==> src/rtl/lc3b_types.sv <==
// Shared LC-3b types used by the global branch history update path.
package lc3b_types;

    typedef logic [15:0] lc3b_word;
    typedef logic [11:0] lc3b_ghr;
    typedef logic [11:0] lc3b_global_bht_pattern_index;

    typedef enum logic [1:0] {
        BHT_SNT = 2'b00,
        BHT_WNT = 2'b01,
        BHT_WT  = 2'b10,
        BHT_ST  = 2'b11
    } lc3b_bht_counter;

    typedef struct packed {
        lc3b_word pc;
        logic     taken;
        lc3b_ghr  ghr;
    } bht_update_t;

    typedef enum logic [1:0] {
        IDLE  = 2'b00,
        READ  = 2'b01,
        WRITE = 2'b10
    } bht_upd_state_e;

    // Saturating 2-bit counter step toward the resolved direction.
    function automatic lc3b_bht_counter bht_counter_next(input lc3b_bht_counter cur,
                                                         input logic taken);
        lc3b_bht_counter nxt;
        nxt = cur;
        case (cur)
            BHT_SNT: nxt = taken ? BHT_WNT : BHT_SNT;
            BHT_WNT: nxt = taken ? BHT_WT  : BHT_SNT;
            BHT_WT:  nxt = taken ? BHT_ST  : BHT_WNT;
            BHT_ST:  nxt = taken ? BHT_ST  : BHT_WT;
            default: nxt = cur;
        endcase
        return nxt;
    endfunction

endpackage

==> src/rtl/global_bht_update_fifo.sv <==
// Pending-update FIFO; the extra pointer bit distinguishes full from empty.
module global_bht_update_fifo
    import lc3b_types::*;
#(
    parameter int DEPTH = 4
) (
    input  logic        clk,
    input  logic        reset_n,
    input  logic        push,
    input  bht_update_t push_data,
    input  logic        pop,
    output bht_update_t pop_data,
    output logic        full,
    output logic        empty
);

    localparam int AW = $clog2(DEPTH);

    logic [AW:0] wr_ptr;
    logic [AW:0] rd_ptr;
    logic        do_push;
    logic        do_pop;
    bht_update_t mem [DEPTH];

    assign empty   = (wr_ptr == rd_ptr);
    assign full    = (wr_ptr[AW] != rd_ptr[AW]) && (wr_ptr[AW-1:0] == rd_ptr[AW-1:0]);
    assign do_push = push && !full;
    assign do_pop  = pop && !empty;

    always_ff @(posedge clk or negedge reset_n) begin
        if (!reset_n) begin
            wr_ptr <= '0;
            rd_ptr <= '0;
        end else begin
            if (do_push) wr_ptr <= wr_ptr + (AW+1)'(1);
            if (do_pop)  rd_ptr <= rd_ptr + (AW+1)'(1);
        end
    end

    // Storage needs no reset: the pointers alone define which entries are live.
    always_ff @(posedge clk) begin
        if (do_push) mem[wr_ptr[AW-1:0]] <= push_data;
    end

    assign pop_data = mem[rd_ptr[AW-1:0]];

endmodule

==> src/rtl/global_bht_update_unit.sv <==
// Global BHT write-side controller: queues resolved branches, owns the GHR,
// and read-modify-writes one 2-bit counter per report.
module global_bht_update_unit
    import lc3b_types::*;
#(
    parameter int WIDTH = 128,
    parameter int DEPTH = 4
) (
    input  logic                         clk,
    input  logic                         reset_n,
    input  logic                         upd_valid,
    output logic                         upd_ready,
    input  lc3b_word                     upd_pc,
    input  logic                         upd_taken,
    input  lc3b_ghr                      upd_ghr,
    output lc3b_ghr                      ghr,
    output logic                         busy,
    output logic                         arr_write,
    output lc3b_global_bht_pattern_index arr_index_in,
    output logic [WIDTH-1:0]             arr_datain,
    input  logic [WIDTH-1:0]             arr_dataout
);

    localparam int SLOT_W = $clog2(WIDTH/2);

    bht_upd_state_e               state_q;
    bht_upd_state_e               state_d;
    logic                         accept;
    logic                         pop;
    logic                         fifo_full;
    logic                         fifo_empty;
    bht_update_t                  push_data;
    bht_update_t                  head;
    lc3b_global_bht_pattern_index head_row;
    logic [SLOT_W-1:0]            head_slot;
    logic [3:0]                   unused_pc_bits;

    lc3b_ghr                      ghr_q;
    lc3b_global_bht_pattern_index row_idx_q;
    logic [SLOT_W-1:0]            slot_q;
    logic                         taken_q;
    logic [WIDTH-1:0]             row_q;

    lc3b_bht_counter              cur_ctr;
    lc3b_bht_counter              new_ctr;
    logic [WIDTH-1:0]             row_upd;

    assign accept    = upd_valid && upd_ready;
    assign upd_ready = !fifo_full;
    assign push_data = '{pc: upd_pc, taken: upd_taken, ghr: upd_ghr};

    global_bht_update_fifo #(.DEPTH(DEPTH)) u_fifo (
        .clk       (clk),
        .reset_n   (reset_n),
        .push      (accept),
        .push_data (push_data),
        .pop       (pop),
        .pop_data  (head),
        .full      (fifo_full),
        .empty     (fifo_empty)
    );

    assign head_row       = head.pc[12:1] ^ head.ghr;
    assign head_slot      = head.pc[SLOT_W:1];
    assign unused_pc_bits = {head.pc[15:13], head.pc[0]};

    always_comb begin
        state_d = state_q;
        pop     = 1'b0;
        case (state_q)
            IDLE: begin
                if (!fifo_empty) begin
                    pop     = 1'b1;
                    state_d = READ;
                end
            end
            READ: state_d = WRITE;
            WRITE: begin
                if (!fifo_empty) begin
                    pop     = 1'b1;
                    state_d = READ;
                end else begin
                    state_d = IDLE;
                end
            end
            default: state_d = IDLE;
        endcase
    end

    always_ff @(posedge clk or negedge reset_n) begin
        if (!reset_n) begin
            state_q   <= IDLE;
            ghr_q     <= '0;
            row_idx_q <= '0;
            slot_q    <= '0;
            taken_q   <= 1'b0;
            row_q     <= '0;
        end else begin
            state_q <= state_d;
            if (accept) ghr_q <= {ghr_q[10:0], upd_taken};
            if (pop) begin
                row_idx_q <= head_row;
                slot_q    <= head_slot;
                taken_q   <= head.taken;
            end
            if (state_q == READ) row_q <= arr_dataout;
        end
    end

    // Only the addressed counter changes; the rest of the row is written back as read.
    always_comb begin
        cur_ctr = lc3b_bht_counter'(row_q[{slot_q, 1'b0} +: 2]);
        new_ctr = bht_counter_next(cur_ctr, taken_q);
        row_upd = row_q;
        row_upd[{slot_q, 1'b0} +: 2] = new_ctr;
    end

    assign arr_write    = (state_q == WRITE);
    assign arr_index_in = row_idx_q;
    assign arr_datain   = arr_write ? row_upd : row_q;
    assign busy         = !fifo_empty || (state_q != IDLE);
    assign ghr          = ghr_q;

endmodule

==> config.mk <==
export PLATFORM = sky130hd
export DESIGN_NAME = global_bht_update_unit
export DESIGN_NICKNAME = d
export VERILOG_FILES = /design/src/rtl/lc3b_types.sv /design/src/rtl/global_bht_update_fifo.sv /design/src/rtl/global_bht_update_unit.sv
export SDC_FILE = /design/constraint.sdc
export NUM_CORES = 1
export LEC_CHECK = 0
export ABC_AREA = 1
export ABC_CLOCK_PERIOD_IN_PS = 4620
export CORE_ASPECT_RATIO = 0.75
export CORE_MARGIN = 2
export CORE_UTILIZATION = 40
export CTS_CLUSTER_SIZE = 40
export DETAILED_ROUTE_END_ITERATION = 10
export GPL_TIMING_DRIVEN = 1
export PLACE_DENSITY = 0.66
export SYNTH_ARGS = -nofsm -noshare
export SYNTH_HDL_FRONTEND = slang
export SYNTH_SLANG_ARGS = --single-unit
==> constraint.sdc <==
create_clock -name clk -period 4.62 [get_ports clk]
set_input_delay 0.462 -clock clk [delete_from_list [all_inputs] [get_ports clk]]
set_output_delay 0.462 -clock clk [all_outputs]
set_load 0.02 [all_outputs]
# [Yosys cells after proc, flatten, opt, wreduce, memory -nomap -nowiden]
# Memories as Yosys holds them, arrays and structs flattened.
# Cells that the tools add are included.
# Widths: inputs -> output; s select.
[op_classes] add_sub_neg=3 eq_ne=9 shifts=3 n_mux=14 n_bitwise=1 n_reduce_logical=11
[ops] operator="$bwmux 128" count=1
[ops] operator="$mux 128" count=1
[ops] operator="$shift 2x9->128 const A" count=1
[ops] operator="$shiftx 128x8->2" count=1
[ops] operator="$shiftx 2x9->128" count=1
[ops] operator="$xor 12x12->12" count=1
[ops] operator="$neg 7->9" count=1
[ops] operator="$pmux 2 s4" count=1
[ops] operator="$mux 1" count=7
[ops] operator="$add 3x1->3 const B" count=2
[ops] operator="$eq 2x2->1 const B" count=3
[ops] operator="$mux 2" count=3
[ops] operator="$pmux 2 s3" count=1
[ops] operator="$eq 2x1->1 const B" count=2
[ops] operator="$logic_and 1x1->1" count=4
[ops] operator="$logic_not 2->1" count=2
[ops] operator="$eq 3x3->1" count=1
[ops] operator="$eq 2x2->1" count=1
[ops] operator="$logic_not 1->1" count=2
[ops] operator="$ne 2x2->1 const B" count=1
[ops] operator="$reduce_bool 2->1" count=1
[ops] operator="$reduce_or 2->1" count=1
[ops] operator="$logic_or 1x1->1" count=1
[ops] operator="$ne 1x1->1" count=1
[totals] register_bits=167 mem_bits_rw=116 input_bits=160 output_inout_bits=155 word_cells=50 mem_count=1
[mem_list] memory="u_fifo.mem" depth=4 word_bits=29 read_ports=1 rd_ports_with_merged_regs=0 write_ports=1 line_no="global_bht_update_fifo.sv:23" text="bht_update_t mem [DEPTH];"

# [Logic depth before layout (Yosys ltp)]
# Gate-level depths: netlist (run 1).
[logic_depth] word_depth=7 ltp_mapped=19 depth_no_buf=15

# [Modules after synthesis]
# A second synthesis (run 1) with hierarchy kept.
[unflattened] hier_cells=1942 area_unflattened_um2=14840.5
[by_module_without_submodules] module="global_bht_update_unit" instances=1 cells_each=1600 area_each_um2=10088.4 seq_area_each_um2=4028.9
[by_module_without_submodules] module="global_bht_update_fifo" instances=1 cells_each=342 area_each_um2=4752.1 seq_area_each_um2=3633.5

# [Worst setup path before layout (run 1)]
# OpenSTA, ideal clock, no wires.
[synth_path] path_kind="register to output" from="register slot_q[0]" to="output port arr_datain[2]" arrival_time_ns=2.480 required_ns=4.158 setup_slack_ns=1.678 stages_incl_launch_ff=15 n_path_buf=3 cell_sequence="dfrtp_1 buf_4 inv_2 buf_4 buf_4 ha_1 xnor2_2 inv_1 nor3_1 nand2_1 nor2_1 inv_1 nor2_1 inv_1 o21ai_0"
[synth_via] elab_chain_len=6 elab_cells_between_ends=11 classes_between="add/sub (1); eq/ne (3); shift (3); mux (3); reduce/logical (1)"
[synth_lines] item="start: declaration" line_no="global_bht_update_unit.sv:40" text="logic [SLOT_W-1:0] slot_q;"
[synth_lines] item="start signal: assignment" line_no="global_bht_update_unit.sv:103" text="slot_q <= head_slot;"
[synth_lines] item="$shiftx 128x8->2" line_no="global_bht_update_unit.sv:112" text="cur_ctr = lc3b_bht_counter'(row_q[{slot_q, 1'b0} +: 2]);"
[synth_lines] item="$eq 2x2->1, or another cell as far along" line_no="lc3b_types.sv:32" text="case (cur)"
[synth_lines] item="$pmux 2 s4" line_no="lc3b_types.sv:32"
[synth_lines] item="$shiftx 2x9->128" line_no="global_bht_update_unit.sv:115" text="row_upd[{slot_q, 1'b0} +: 2] = new_ctr;"
[synth_lines] item="$bwmux 128 *" line_no="global_bht_update_unit.sv:115"
[synth_lines] item="$mux 128 *" line_no="global_bht_update_unit.sv:120" text="assign arr_datain = arr_write ? row_upd : row_q;"
[synth_lines] item="end: declaration" line_no="global_bht_update_unit.sv:20" text="output logic [WIDTH-1:0] arr_datain,"
# Every way passes the cells marked *; elsewhere a longest branch is shown, timed or not.

# [Final worst setup path (run 1)]
[layout_path] from="register slot_q[1]" to="output port arr_datain[8]"
# Same word-level chain as after synthesis.

==> results of run 1 <==
-- routing by layer --
metal / up-vias / wire length [µm]
met3: 72 / 4580
li1: 6049 / -
met5: - / 12
met1: 6016 / 20700
met4: 2 / 1263
met2: 578 / 20380
-- registers in the layout, indices dropped and copies added (netlist names) --
name / count
u_fifo.rd_ptr: 3
u_fifo.wr_ptr: 3
arr_index_in: 12
ghr: 12
row_q: 128
taken_q: 1
u_fifo.mem: 100
state_q: 2
slot_q: 6
-- report_power, final --
part / switching, W / leakage [nW] / internal (W)
Combinational: 0.00579 / 4.19 / 0.00312
Clock: 0.000948 / 0.433 / 0.00122
Sequential: 0.000603 / 2.95 / 0.00344
Total: 0.00734 / 7.58 / 0.00779
-- how the worst min path moves through the flow --
stage                               start              end
after floorplan                   reset_n  arr_index_in[0]
after global placement    arr_index_in[0]  arr_index_in[0]
after detailed placement  arr_index_in[2]  arr_index_in[2]
after CTS                 arr_dataout[81]        row_q[81]
after global routing      arr_dataout[22]        row_q[22]
final                     arr_dataout[22]        row_q[22]
-- final cells by class --
class / count / area (µm²) / area share, %
clock buffer: 37 / 764.5 / 4.224
tap: 450 / 563.0 / 3.111
timing repair inverter: 1 / 7.507 / 0.04148
antenna: 2 / 5.005 / 0.02765
sequential: 267 / 7186 / 39.70
multi-input combinational: 1214 / 5580 / 30.83
timing repair buffer: 338 / 3428 / 18.94
clock inverter: 14 / 112.6 / 0.6222
inverter: 118 / 451.7 / 2.496
-- stage by stage --
stage,total power [W],setup slack (ns),hold slack (ns),setup TNS (ns),area (µm²)
after floorplan,0.009190,1.678,0.1664,0,13620
after global placement,0.01247,0.4992,0.4684,0,17090
after detailed placement,0.01256,0.5448,0.4755,0,17090
after CTS,0.01478,-0.01552,0.4109,-0.02211,17980
after global routing,0.01607,-0.05998,0.4242,-0.1345,18100
final,0.01513,0.09218,0.4311,0,18100
-- synthesized netlist by cell type (all sizes together) --
library cell,instances
dfrtp,167
nand3b,2
a21oi,48
ha,6
xnor2,17
a31oi,3
o211ai,1
clkbuf,49
inv,116
nand3,95
clkinv,2
o22ai,27
mux2,10
o21ai,215
mux2i,1
edfxtp,100
xor2,4
nor4,2
nand4,8
nand2,579
buf,44
nor3,11
nor2,185
-- worst max-delay path, stage by stage (launching register included) --
cell and delay (ns):
dfrtp_2 0.51, inv_2 0.22, buf_4 0.23, nand3_1 0.09, nand3_1 0.09, nand3_1 0.17, nand2_1 0.14, nand2_1 0.07
nand2_1 0.13, nand3_1 0.10, nand2_1 0.12, nand2_2 0.28, buf_12 0.31, o21ai_0 0.33, clkdlybuf4s50_1 0.67
-- logic make-up (layout without fill, tap and decap cells) --
family                   after synthesis  in the layout
AO/OA/AOI/OAI                        294            294
other                                  0              2
AND/OR/NAND/NOR                      882            882
adder cells (fa/ha/maj)                6              6
XOR/XNOR                              21             21
buffers and inverters                211            508
multiplexers                          11             11
flip-flops                           267            267
-- timing repair --
action	in CTS	in global routing
hold buffers	1	0
setup buffers	0	2
hold endpoints to repair	78	0
endpoints found under the setup margin	28	50
gates cloned	0	1
gates resized for setup	1	19
==> impl_metrics.py, run 1 <==
metrics = {
    "global_route": {
        "met3_usage_pct": 6.278,
        "grtUsageMet1_pct": 37.03,
        "use_met2_pct": 37.51,
        "grt_pass1_vias": 11876,
        "grt_pass1_wl_mm": 69.13,
        "grt_max_degree": 177,
        "grt_busiest_layer": "met2",
        "grt_usage_pct": 25.45,
        "overflow": 0,
        "grt_antenna_before_repair": 3,
    },
    "critical_path": {
        "crit_start": "slot_q[1]",
        "cp-endpoint": "arr_datain[8]",
        "critical_path.max_fanout": 47,
        "r2r_setup_slack_ns": 2.23,
        "worstPathRequired_ns": 4.16,
        "r2r-start": "u_fifo.rd_ptr[2]",
        "critPathKind": "flop to primary output",
        "worst-r2r-cell-count": 5,
        "cp_data_arrival_time_ns": 4.07,
        "startpoint_type": "flop",
        "end_kind": "primary output",
        "r2r_end": "u_fifo.mem[0][20]",
    },
    "routing": {
        "viasPerCell": 5.210,
        "drtAntennaViolNets": 0,
        "remaining_drc_errors": 0,
        "avgRoutedWirePerCell_um": 19.23,
        "vias": 12717,
        "drt_iter0_markers": 1358,
        "wl_mm": 46.93,
        "dr.pass1.iters": 6,
    },
    "clocking": {
        "path_clk_slew_ns": 0.07,
        "clock_sinks": 267,
        "cts_tree": "done",
        "cts_buffer_depth": 3,
        "htreeDepth": 1,
        "numCtsBuffers": 28,
        "cts_root_buf": "clkbuf_16",
        "clock_latency_ns": 0.57,
    },
    "sta": {
        "finalHoldViolCount": 0,
        "clock.fmax_mhz": 220.9,
        "period_share_pct": 98.00,
        "setup_viol": 0,
        "slew-limit-headroom_pct": 41.45,
        "maxSlewViolCount": 0,
        "grt_setup_unrepaired": "true",
        "tightest_slew_ns": 0.8773,
        "fin_worst_skew_ns": 0.01912,
        "period_minus_slack_ns": 4.528,
    },
    "final_layout": {
        "fill_cells": 3164,
        "final_common_cell": "nand2_1",
        "final_cell_mix": "573 x nand2_1, 305 x clkdlybuf4s50_1, 191 x o21ai_0, 164 x dfrtp_1, 149 x nor2_1",
        "final_cells": 2441,
        "drive_gt1_share_pct": 7.592,
        "layout.nets": 2134,
        "final_util_pct": 53.98,
        "area_growth_pct": 32.85,
    },
    "synthesis": {
        "syn_inst": 1692,
        "ys_top_cells_by_area": "dfrtp_1 31%, edfxtp_1 22%, nand2_1 16%",
        "synth.top_cell.area_share_pct": 30.68,
        "synth.avg_cell_area_um2": 8.051,
        "synth-seq-cells": 267,
        "synthesis.nets": 1858,
        "synth_area_leader_cell": "dfrtp_1",
        "yosysWarnings": 0,
        "yosys.area_share.simple_pct": 26.47,
        "synth_top_family_by_area": "simple AND/OR/NAND/NOR gates",
        "muxShareOfSynthArea_pct": 0.9001,
        "syn_area_um2": 13620,
        "seq_area_frac_synth_pct": 52.72,
        "synth_compound_area_share_pct": 11.09,
        "synth_xor_area_share_pct": 1.543,
        "synthAdderAreaFrac_pct": 0.5511,
        "synth.distinct_cells": 36,
    },
    "power_and_ir_drop": {
        "p_leak_nw": 7.579,
        "powerDensity_nw_per_um2": 835.8,
        "ir_drop_mv": 0.5553,
    },
    "floorplan": {
        "die_area_um2": 35560,
        "die_height_um": 163.8,
        "core_area_um2": 33530,
        "start_util_pct": 40.63,
        "rows": 58,
        "fp.dieW_um": 217.1,
        "ioPinCount": 315,
    },
    "outcome": {
        "status": "finished, final reports clean",
    },
    "placement": {
        "dp.cells": 2384,
        "gp_congestion": 0.9438,
        "io_buffers": 310,
        "dp_hpwl_mm": 32.69,
    },
    "worst_hold_path": {
        "hold_path.class": "primary input to flop",
        "hold_depth": 3,
    },
    "flow_run": {
        "cap_viol_max_count": 0,
    },
}
Power figures use the tool's default switching activity.
==> run 2, diff against run 1 <==
--- a/config.mk
+++ b/config.mk
@@ -12,8 +12,8 @@
 export CORE_UTILIZATION = 40
 export CTS_CLUSTER_SIZE = 40
 export DETAILED_ROUTE_END_ITERATION = 10
-export GPL_TIMING_DRIVEN = 1
-export PLACE_DENSITY = 0.66
+export GPL_TIMING_DRIVEN = 0
+export PLACE_DENSITY = 0.68
 export SYNTH_ARGS = -nofsm -noshare
 export SYNTH_HDL_FRONTEND = slang
 export SYNTH_SLANG_ARGS = --single-unit
==> run 2 against run 1 <==
Against the previous run: worst hold slack gained 0.0099 ns; core utilization increased by 0.84 points; cell area grew 1.5%; total power grew 4.6%; sequential power hardly changed; maximum frequency down 0.51%; non-clock buffer count up 69; critical path type unchanged; critical endpoint is now arr_datain[101]; largest cell class unchanged.
==> impl_metrics.py, run 2 (synthesis results as in run 1) <==
metrics = {
    "clocking": {
        "clock_latency_ns": 0.56,
        "cts_root_buf": "clkbuf_16",
        "cts_setup_buffers": 0,
        "htreeDepth": 1,
        "cts_buffer_depth": 3,
        "numCtsBuffers": 27,
        "clock_sinks": 267,
        "cts_tree": "done",
        "path_clk_slew_ns": 0.07,
    },
    "critical_path": {
        "end_kind": "primary output",
        "cp-endpoint": "arr_datain[101]",
        "critPathKind": "flop to primary output",
        "cp_data_arrival_time_ns": 4.09,
        "startpoint_type": "flop",
        "worst-r2r-cell-count": 7,
        "critical_path.max_fanout": 10,
        "r2r_setup_slack_ns": 1.79,
        "cpMaxStageDelayCell": "clkdlybuf4s50_1",
        "crit_buf_inv": 6,
        "cpPeakStageDelay_ns": 0.68,
        "path_depth": 12,
        "r2r-start": "u_fifo.rd_ptr[1]",
        "crit_start": "slot_q[0]",
        "crit_path_cell_trace": "buf_4 -> inv_2 -> buf_4 -> buf_4 -> ha_1 -> inv_1 -> nor2_1 -> nand2_1 -> nor3_4 -> nand2_1 -> a21oi_1 -> clkdlybuf4s50_1",
        "crit_family": "buffers and inverters",
        "r2r_end": "u_fifo.mem[1][16]",
        "cp_common_cell": "buf_4",
        "worstPathRequired_ns": 4.16,
    },
    "sta": {
        "period_minus_slack_ns": 4.551,
        "finalHoldViolCount": 0,
        "period_share_pct": 98.51,
        "whs_ns": 0.4410,
        "setup_viol": 0,
        "maxSlewViolCount": 0,
        "tightest_slew_ns": 1.044,
        "fin_worst_skew_ns": 0.01909,
        "slew-limit-headroom_pct": 30.37,
        "clock.fmax_mhz": 219.7,
        "grt_setup_unrepaired": "true",
        "setup_tns_ns": 0,
    },
    "floorplan": {
        "start_util_pct": 40.63,
        "core_area_um2": 33530,
        "ioPinCount": 315,
        "fp.dieW_um": 217.1,
        "die_area_um2": 35560,
        "rows": 58,
        "die_height_um": 163.8,
    },
    "final_layout": {
        "final_util_pct": 54.82,
        "layout.nets": 2201,
        "multi_input_area_um2": 5632,
        "seqCellArea_um2": 7182,
        "fill_cells": 3120,
        "area_growth_pct": 34.91,
        "final_common_cell": "nand2_1",
        "design_area_um2": 18380,
        "drive_gt1_share_pct": 8.127,
        "largest_reg_flops": 128,
        "final_cell_mix": "573 x nand2_1, 298 x clkdlybuf4s50_1, 189 x o21ai_0, 167 x dfrtp_1, 149 x nor2_1",
        "regMostFlops": "row_q",
    },
    "power_and_ir_drop": {
        "ir_drop_mv": 0.5004,
        "p_leak_nw": 7.813,
        "powerDensity_nw_per_um2": 860.9,
        "finalPower_w": 0.01582,
    },
    "placement": {
        "dp_hpwl_mm": 41.15,
        "gp_congestion": 0.9723,
        "place_area_um2": 17370,
        "io_buffers": 310,
    },
    "global_route": {
        "overflow": 0,
        "grt_pass1_wl_mm": 79.09,
        "grt_max_degree": 103,
        "grt_usage_pct": 30.25,
        "grt_pass1_vias": 12748,
        "grt_antenna_before_repair": 5,
    },
    "worst_hold_path": {
        "hold_path.class": "primary input to flop",
        "hold_depth": 3,
        "hp-start": "arr_dataout[46]",
    },
    "routing": {
        "wl_mm": 54.99,
        "remaining_drc_errors": 0,
        "avgRoutedWirePerCell_um": 21.92,
        "vias": 13565,
        "drt_iter0_markers": 1653,
        "drtAntennaViolNets": 0,
        "viasPerCell": 5.407,
        "dr.pass1.iters": 6,
    },
    "flow_run": {
        "cap_viol_max_count": 0,
    },
    "outcome": {
        "status": "finished, final reports clean",
    },
}
[run 2: cell count changes in the layout (fill, tap and decap cells not counted), sizes merged]
cell and change:
diode +2, clkbuf +51, clkdlybuf4s50 -7, dlymetal6s2s +10
clkinv -4, inv +3, buf +16, clkinvlp -2
bufinv -1
[run 2: how the worst min path moves through the flow]
stage	to	slack, ns
5_1_grt	row_q[5]	0.45
6_report	row_q[46]	0.44
3_3_place_gp	ghr[11]	0.47
3_5_place_dp	arr_index_in[11]	0.48
4_1_cts	row_q[46]	0.43
2_1_floorplan	arr_index_in[0]	0.17
[run 2: worst register-to-register path, delay by kind of cell (launching register included)]
kind	cells	cell delay, ns
XOR/XNOR	1	0.16
flip-flops	1	0.35
buffers and inverters	3	0.98
AND/OR/NAND/NOR	3	1.03
[run 2: what timing repair did]
item,CTS,global route
gates cloned,0,0
endpoints found under the hold margin,28,0
setup endpoints to repair,16,99
hold buffers,1,0
gates resized for setup,6,34
[run 2: cell type report]
class,instances,share of cell area (%)
Timing Repair Buffer,314,17.43
Clock inverter,11,0.2995
Tap cell,450,3.064
Multi-Input combinational cell,1214,30.64
Clock buffer,38,4.405
Buffer,93,2.601
Sequential cell,267,39.08
Inverter,118,2.430
Antenna cell,4,0.05446
[run 2: metal layers]
metal,vias to the layer above,global-route usage [%],wire length (µm)
met1,6468,43.71,23940
li1,6203,-,-
met3,133,8.704,6165
met2,759,42.62,22640
met5,-,0,11
met4,2,11.89,2233
[run 2: where the power goes]
group	leakage, nW	switching, W	internal, W	total, W
logic	4.43	0.00649	0.00313	0.00961
clock network	0.428	0.000948	0.00122	0.00217
registers	2.96	0.000601	0.00344	0.00404
[run 2: through the flow]
stage | cells | setup WS (ns)
floorplan | 1692 | 1.678
global placement | 2452 | -4.144
detailed placement | 2455 | 0.4020
CTS | 2505 | 0.002291
global route | 2509 | -0.02509
finish | 2509 | 0.06901
==> run 3, diff against run 2 <==
--- a/config.mk
+++ b/config.mk
@@ -7,12 +7,14 @@
 export LEC_CHECK = 0
 export ABC_AREA = 1
 export ABC_CLOCK_PERIOD_IN_PS = 4620
+export CAP_MARGIN = 30
 export CORE_ASPECT_RATIO = 0.75
 export CORE_MARGIN = 2
 export CORE_UTILIZATION = 40
 export CTS_CLUSTER_SIZE = 40
 export DETAILED_ROUTE_END_ITERATION = 10
 export GPL_TIMING_DRIVEN = 0
+export HOLD_SLACK_MARGIN = 0.03
 export PLACE_DENSITY = 0.68
 export SYNTH_ARGS = -nofsm -noshare
 export SYNTH_HDL_FRONTEND = slang
==> run 3 against run 2 <==
Against the previous run: the run now ends with setup timing left; sequential power is essentially flat; highest routed layer unchanged; largest power group unchanged; critical endpoint is now arr_datain[24]; total power is essentially flat; via count shrank 0.47%.
==> impl_metrics.py, run 3 (synthesis results as in run 1) <==
metrics = {
    "critical_path": {
        "critical_path.max_fanout": 10,
        "cpMaxStageDelayCell": "clkdlybuf4s50_1",
        "crit_path_cell_trace": "buf_4 -> inv_2 -> buf_4 -> buf_4 -> ha_1 -> xnor2_2 -> inv_2 -> nor3_2 -> nand2_1 -> nor2_2 -> nor2_1 -> a21oi_1 -> clkdlybuf4s50_1",
        "end_kind": "primary output",
        "cp_common_cell": "buf_4",
        "worstPathRequired_ns": 4.16,
        "startpoint_type": "flop",
        "cp_data_arrival_time_ns": 4.19,
        "crit_buf_inv": 6,
        "crit_family": "buffers and inverters",
        "critPathKind": "flop to primary output",
        "cpPeakStageDelay_ns": 0.65,
        "path_depth": 13,
        "worst-r2r-cell-count": 7,
    },
    "routing": {
        "drt_iter0_markers": 1623,
        "wl_mm": 54.88,
        "vias": 13501,
        "viasPerCell": 5.381,
        "drtAntennaViolNets": 0,
        "remaining_drc_errors": 0,
        "dr.pass1.iters": 5,
        "avgRoutedWirePerCell_um": 21.87,
    },
    "final_layout": {
        "fill_cells": 3096,
        "layout.nets": 2202,
        "final_util_pct": 54.84,
        "regMostFlops": "row_q",
        "final_common_cell": "nand2_1",
        "drive_gt1_share_pct": 8.313,
        "area_growth_pct": 34.96,
        "final_cell_mix": "573 x nand2_1, 295 x clkdlybuf4s50_1, 188 x o21ai_0, 167 x dfrtp_1, 149 x nor2_1",
        "largest_reg_flops": 128,
    },
    "floorplan": {
        "die_area_um2": 35560,
        "rows": 58,
        "core_area_um2": 33530,
        "ioPinCount": 315,
        "die_height_um": 163.8,
        "start_util_pct": 40.63,
        "fp.dieW_um": 217.1,
    },
    "global_route": {
        "grt_antenna_before_repair": 3,
        "grt_max_degree": 103,
        "overflow": 0,
        "grt_pass1_wl_mm": 79.36,
        "grt_usage_pct": 30.24,
        "grt_pass1_vias": 12739,
    },
    "placement": {
        "gp_congestion": 0.9723,
        "dp_hpwl_mm": 41.16,
        "io_buffers": 310,
    },
    "power_and_ir_drop": {
        "p_leak_nw": 7.862,
        "ir_drop_mv": 0.4282,
        "powerDensity_nw_per_um2": 860.4,
    },
    "sta": {
        "grt_setup_unrepaired": "true",
        "setup_tns_ns": -0.04305,
        "period_share_pct": 100.7,
        "maxSlewViolCount": 0,
        "fin_worst_skew_ns": 0.007736,
        "setup_viol": 2,
        "slew-limit-headroom_pct": 32.05,
        "clock.fmax_mhz": 214.9,
        "layout_setup_ws_ns": -0.03227,
        "period_minus_slack_ns": 4.652,
        "tightest_slew_ns": 1.019,
        "finalHoldViolCount": 0,
    },
    "clocking": {
        "path_clk_slew_ns": 0.07,
        "cts_tree": "done",
        "htreeDepth": 1,
        "clock_latency_ns": 0.55,
        "cts_root_buf": "clkbuf_16",
        "numCtsBuffers": 27,
        "clock_sinks": 267,
        "cts_buffer_depth": 3,
    },
    "worst_hold_path": {
        "hold_depth": 3,
        "hold_path.class": "primary input to flop",
    },
    "outcome": {
        "violations": "setup timing",
        "status": "finished, violations left",
    },
    "flow_run": {
        "cap_viol_max_count": 0,
    },
}
[run 3: changes by cell type in the layout (fill, tap and decap cells not counted), sizes merged]
cell	delta
clkbuf	+6
inv	+3
clkinv	-6
buf	-1
diode	-2
clkdlybuf4s50	-3
dlymetal6s2s	+3
[run 3: per-layer routing]
metal	part of all wire (%)	vias up	global-route usage, %
li1	-	6195	-
met1	43	6427	44.11
met2	42	779	43.84
met3	12	98	8.352
met4	3.0	2	8.717
met5	0.024	-	0
[run 3: cell type report]
cell class / count / area (µm²) / share of cell area [%]
well taps: 450 / 563.0 / 3.062
plain buffers: 93 / 483.0 / 2.627
flip-flops and latches: 267 / 7182 / 39.06
multi-input cells: 1214 / 5609 / 30.51
repair buffers: 315 / 3218 / 17.50
inverters: 118 / 446.7 / 2.430
diodes: 2 / 5.005 / 0.02722
clock inverters: 8 / 51.30 / 0.2790
clock buffers: 42 / 827.0 / 4.498
[run 3: what timing repair did]
item,CTS,global route
gates resized for setup,6,35
hold buffers,1,0
endpoints found under the setup margin,17,107
setup buffers,0,1
pin swaps,0,1
endpoints found under the hold margin,61,0
[run 3: worst paths after layout]
check | from | slack [ns] | to
setup / recovery | slot_q[0] | -0.03 | arr_datain[24]
hold / removal | arr_dataout[11] | 0.44 | row_q[11]
setup reg to reg | u_fifo.rd_ptr[1] | 1.86 | u_fifo.mem[1][19]
hold reg to reg | arr_index_in[4] | 0.48 | arr_index_in[4]
max in group asynchronous | reset_n | 3.23 | row_q[77]
min in group asynchronous | reset_n | 0.53 | row_q[41]
[run 3: worst min-delay path, delay by kind of cell]
kind / cells / cell delay (ns)
buf+inv: 1 / 0.39
simple gates: 2 / 0.11
[run 3: power by group]
group	switching, W	total [W]	internal [W]
clock network	0.000944	0.00218	0.00124
registers	0.000601	0.00404	0.00344
logic	0.00647	0.00960	0.00312
total	0.00802	0.0158	0.00780
[run 3: stage by stage]
stage                     cell area [µm²]  setup slack [ns]  power, W  hold WS, ns  cells
after floorplan                     13620             1.678  0.009190       0.1664   1692
after global placement              17290            -4.144   0.01317       0.4683   2452
after detailed placement            17370            0.3553   0.01329       0.4755   2455
after CTS                           18290         -0.007506   0.01555       0.4366   2506
after global routing                18390          -0.07340   0.01667       0.4498   2509
final                               18390          -0.03227   0.01582       0.4435   2509
